**src/rtl/adrv9001_serdes_unpack.sv**
```systemverilog
// Transmit-side I/Q unpacker: 2-word sample FIFO feeding byte-wide I/Q/strobe
// lanes for the OSERDES, upper byte first, with 8-on/8-off or 1-on/15-off strobe.
module adrv9001_serdes_unpack #(
  parameter int unsigned FIFO_DEPTH = 2,
  parameter logic [7:0]  IDLE_VALUE = 8'h00
) (
  input  logic        clk,
  input  logic        rstn,
  input  logic        enable,
  input  logic        strb_mode,
  input  logic [15:0] i_in,
  input  logic [15:0] q_in,
  input  logic        valid_in,
  output logic        ready_out,
  output logic [7:0]  i_out,
  output logic [7:0]  q_out,
  output logic [7:0]  strb_out,
  output logic        underflow
);

  localparam int unsigned PW = (FIFO_DEPTH > 1) ? $clog2(FIFO_DEPTH) : 1;
  localparam int unsigned CW = $clog2(FIFO_DEPTH + 1);

  typedef enum logic {
    PH_UPPER = 1'b0,
    PH_LOWER = 1'b1
  } phase_t;

  logic [15:0]   mem_i_q [FIFO_DEPTH];
  logic [15:0]   mem_q_q [FIFO_DEPTH];
  logic [PW-1:0] wr_ptr_q, wr_ptr_d;
  logic [PW-1:0] rd_ptr_q, rd_ptr_d;
  logic [CW-1:0] count_q,  count_d;
  phase_t        phase_q,  phase_d;
  logic          loaded_q, loaded_d;
  logic [7:0]    hold_i_q, hold_i_d;
  logic [7:0]    hold_q_q, hold_q_d;
  logic [7:0]    i_out_q,  i_out_d;
  logic [7:0]    q_out_q,  q_out_d;
  logic [7:0]    strb_q,   strb_d;
  logic          uf_q,     uf_d;
  logic          push, pop;

  assign ready_out = (count_q != CW'(FIFO_DEPTH));
  assign push      = valid_in && ready_out;
  assign i_out     = i_out_q;
  assign q_out     = q_out_q;
  assign strb_out  = strb_q;
  assign underflow = uf_q;

  always_ff @(posedge clk) begin
    if (push) begin
      mem_i_q[wr_ptr_q] <= i_in;
      mem_q_q[wr_ptr_q] <= q_in;
    end
  end

  always_ff @(posedge clk or negedge rstn) begin
    if (!rstn) begin
      wr_ptr_q <= '0;
      rd_ptr_q <= '0;
      count_q  <= '0;
      phase_q  <= PH_UPPER;
      loaded_q <= 1'b0;
      hold_i_q <= '0;
      hold_q_q <= '0;
      i_out_q  <= IDLE_VALUE;
      q_out_q  <= IDLE_VALUE;
      strb_q   <= '0;
      uf_q     <= 1'b0;
    end else begin
      wr_ptr_q <= wr_ptr_d;
      rd_ptr_q <= rd_ptr_d;
      count_q  <= count_d;
      phase_q  <= phase_d;
      loaded_q <= loaded_d;
      hold_i_q <= hold_i_d;
      hold_q_q <= hold_q_d;
      i_out_q  <= i_out_d;
      q_out_q  <= q_out_d;
      strb_q   <= strb_d;
      uf_q     <= uf_d;
    end
  end

  always_comb begin
    pop      = 1'b0;
    phase_d  = phase_q;
    loaded_d = 1'b0;
    hold_i_d = hold_i_q;
    hold_q_d = hold_q_q;
    i_out_d  = IDLE_VALUE;
    q_out_d  = IDLE_VALUE;
    strb_d   = '0;
    uf_d     = 1'b0;

    if (!enable) begin
      phase_d = PH_UPPER;
    end else if (phase_q == PH_UPPER) begin
      phase_d = PH_LOWER;
      // Pop decision uses the pre-push count, so a word landing this edge waits.
      if (count_q != '0) begin
        pop      = 1'b1;
        loaded_d = 1'b1;
        i_out_d  = mem_i_q[rd_ptr_q][15:8];
        q_out_d  = mem_q_q[rd_ptr_q][15:8];
        hold_i_d = mem_i_q[rd_ptr_q][7:0];
        hold_q_d = mem_q_q[rd_ptr_q][7:0];
        strb_d   = strb_mode ? 8'h80 : 8'hFF;
      end else begin
        uf_d = 1'b1;
      end
    end else begin
      phase_d = PH_UPPER;
      // An unloaded lower slot stays idle to keep frame alignment.
      if (loaded_q) begin
        i_out_d = hold_i_q;
        q_out_d = hold_q_q;
      end
    end

    wr_ptr_d = push ? wr_ptr_q + PW'(1) : wr_ptr_q;
    rd_ptr_d = pop  ? rd_ptr_q + PW'(1) : rd_ptr_q;
    case ({push, pop})
      2'b10:   count_d = count_q + CW'(1);
      2'b01:   count_d = count_q - CW'(1);
      default: count_d = count_q;
    endcase
  end

endmodule

```
**config.mk**
```make
export PLATFORM = sky130hd
export DESIGN_NAME = adrv9001_serdes_unpack
export DESIGN_NICKNAME = d
export VERILOG_FILES = /design/src/rtl/adrv9001_serdes_unpack.sv
export SDC_FILE = /design/constraint.sdc
export NUM_CORES = 1
export LEC_CHECK = 0
export ABC_AREA = 1
export CORE_MARGIN = 2
export CORE_UTILIZATION = 35
export CTS_CLUSTER_DIAMETER = 200
export DETAILED_ROUTE_END_ITERATION = 8
export HOLD_SLACK_MARGIN = 0.02
export PLACE_DENSITY = 0.56
export SYNTH_ARGS = -nofsm -noshare
export SYNTH_HDL_FRONTEND = slang
export SYNTH_SLANG_ARGS = --single-unit
```
**constraint.sdc**
```tcl
create_clock -name clk -period 3.5 [get_ports clk]
set_input_delay 0.7 -clock clk [delete_from_list [all_inputs] [get_ports clk]]
set_output_delay 0.7 -clock clk [all_outputs]
set_load 0.01 [all_outputs]
```
==> out/metrics.yaml <==
setup_path:
  cp.required_ns: 2.80
  worstPathMaxFanout: 17
  crit_cells: 1
  critPathTopFamily: "flip-flops"
  crit_chain: "clkdlybuf4s50_1"
  worstSetupPathType: "flop to primary output"
  slowest_delay_ns: 0.64
  critPathCaptureType: "primary output"
  critPathArrivalTime_ns: 1.62
  reg2reg_depth: 7
  cp-start-kind: "flop"
  critPathSlowestCell: "dfrtp_1"
  critPathBufInv: 1
sta:
  tightest_slew_ns: 0.899
  fmax_mhz: 430
  relSlewSlack_pct: 40.1
  setup_tns_ns: 0
  period_needed_ns: 2.32
  rsz0062_at_grt: "no"
  slew_viol_final: 0
  setup_violations: 0
  fin_skew_ns: 0.00853
  finalCritPeriodShare_pct: 66.4
  final_hold_viol_count: 0
detailed_routing:
  vias_per_cell: 4.54
  drt_wl_total_um: 7940
  drc: 0
  avgRoutedWirePerCell_um: 13.6
  ant_nets: 0
  via_count: 2647
  drt_iter0_drc: 136
  drt_first_pass_iters: 4
placed_design:
  placed_cell_area_mm2: 0.00481
  routabilityCongestion: 0.719
  numPortBuffers: 62
  dp_hpwl_um: 5250
logic_synthesis:
  synth_flop_cell: "edfxtp_1"
  seq_area_frac_synth_pct: 70.9
  ys_types: 24
  yosysMostFrequentCell: "nand2_1"
  postSynthCellCount: 380
  async_reset_ff_share_pct: 38.5
  yosys.area.top_type: "edfxtp_1"
  syn_area_per_cell_um2: 10.8
  yosys_register_bits: 104
  synthesis.nets: 418
  synth_area_leaders: "edfxtp_1 (47%), dfrtp_1 (24%), nand2_1 (19%)"
  netlist.area_leader.share_pct: 46.6
  yosys_warnings: 0
  synth_edf_count: 64
  syn_area_mm2: 0.00412
  synth.top_cells.by_count: "nand2_1 (213), edfxtp_1 (64), dfrtp_1 (40)"
cts:
  postCtsHoldBufs: 0
  clk_pin_slew_ns: 0.07
  cts-resized-gates: 0
  clk_root_buffer_cell: "clkbuf_16"
  cts_tree: "yes"
  numCtsBuffers: 9
  cts_num_sinks: 104
  htree_levels: 3
  clk_path_buf_depth: 2
  cts_setup_buffers: 0
  clkLatencyLatePin_ns: 0.34
die:
  die_h_um: 113
  die_area_mm2: 0.0127
  rows: 39
  start_util_pct: 36.0
  io_pins: 63
  die_x_um: 113
  core_mm2: 0.0115
power_and_ir_drop:
  peakVddDrop_mv: 0.304
  powerDensity_mw_per_mm2: 746
  finalPower_w: 0.00380
  leakagePower_nw: 2.19
global_route:
  grt_util_met3_pct: 2.65
  antenna_found_initial: 0
  grt_pass1_wl_um: 13300
  overflow: 0
  grt_pass1_vias: 2621
  met2_usage_pct: 20.7
  grt_max_degree: 41
  top_usage_layer: "met2"
  grt_util_met1_pct: 18.8
  track_usage_pct: 13.5
finish:
  drive_gt1_share_pct: 6.36
  fin_nets: 473
  design_area_mm2: 0.00509
  final_core_utilization_pct: 44.4
  syn_to_final_growth_pct: 23.4
  fillers: 1060
  antenna_cells: 0
run:
  cap_violations: 0
min_path:
  whs_path_depth: 2
  hold_class: "flop to flop"
outcome:
  run_status: "completed"
registers in the layout, indices dropped and copies added, names as in the netlist:
signal,cells
mem_i_q,32
mem_q_q,32
hold_i_q,8
hold_q_q,8
i_out,8
q_out,8
count_q,2
loaded_q,1
phase_q,1
rd_ptr_q,1
strb_out,1
underflow,1
wr_ptr_q,1
metrics by stage:
stage | setup slack [ns] | cells | hold WS, ns
floorplan | 0.907 | 380 | 0.404
global placement | 0.999 | 567 | 0.468
detailed placement | 0.965 | 567 | 0.471
CTS | 1.15 | 583 | 0.486
global route | 1.07 | 583 | 0.505
finish | 1.18 | 583 | 0.483
report_power, final:
part,switching [W],internal [W]
registers,0.000130,0.00166
logic,0.000667,0.000385
clock network,0.000414,0.000544
path summary, 6_finish.rpt:
path                                          from                      end  slack (ns)
min                        hold_q_q[5]$_DFFE_PN0P_  hold_q_q[5]$_DFFE_PN0P_        0.48
max reg2reg                      phase_q$_DFF_PN0_   count_q[1]$_DFFE_PN0P_        1.56
max in group asynchronous                     rstn       q_out[2]$_DFF_PN0_        2.45
min in group asynchronous                     rstn     wr_ptr_q$_DFFE_PN0P_        0.49
min reg2reg                hold_q_q[5]$_DFFE_PN0P_  hold_q_q[5]$_DFFE_PN0P_        0.48
max                             loaded_q$_DFF_PN0_              strb_out[7]        1.18
per-layer routing:
layer	up-vias	part of all wire, %
met4	0	1.9
met5	-	0
met1	1241	49
met3	11	4.4
li1	1320	-
met2	75	45
cells by family after synthesis:
logic type	Yosys count	synth area share, %
AND/OR/NAND/NOR	224	21.5
flip-flops	104	70.9
buffers and inverters	32	4.76
AO/OA/AOI/OAI	17	2.06
XOR/XNOR	2	0.425
adder cells (fa/ha/maj)	1	0.303
layout make-up:
class / instances / area (µm²) / share of cell area [%]
Timing Repair Buffer: 68 / 661 / 13.0
Clock inverter: 6 / 50.0 / 0.984
Inverter: 8 / 37.5 / 0.738
Tap cell: 143 / 179 / 3.52
Multi-Input combinational cell: 244 / 1010 / 19.8
Clock buffer: 10 / 229 / 4.50
Sequential cell: 104 / 2920 / 57.5
placed cells by master (no fill, tap or decap), drive strengths merged, types with 5 or more instances in the layout:
cell type        n
clkbuf          10
clkdlybuf4s50   61
buf              7
dfrtp           40
nand2          215
edfxtp          64
nor2             5
inv              7
a21oi           17
clkinv           6
(Power assumes the default switching activity.)
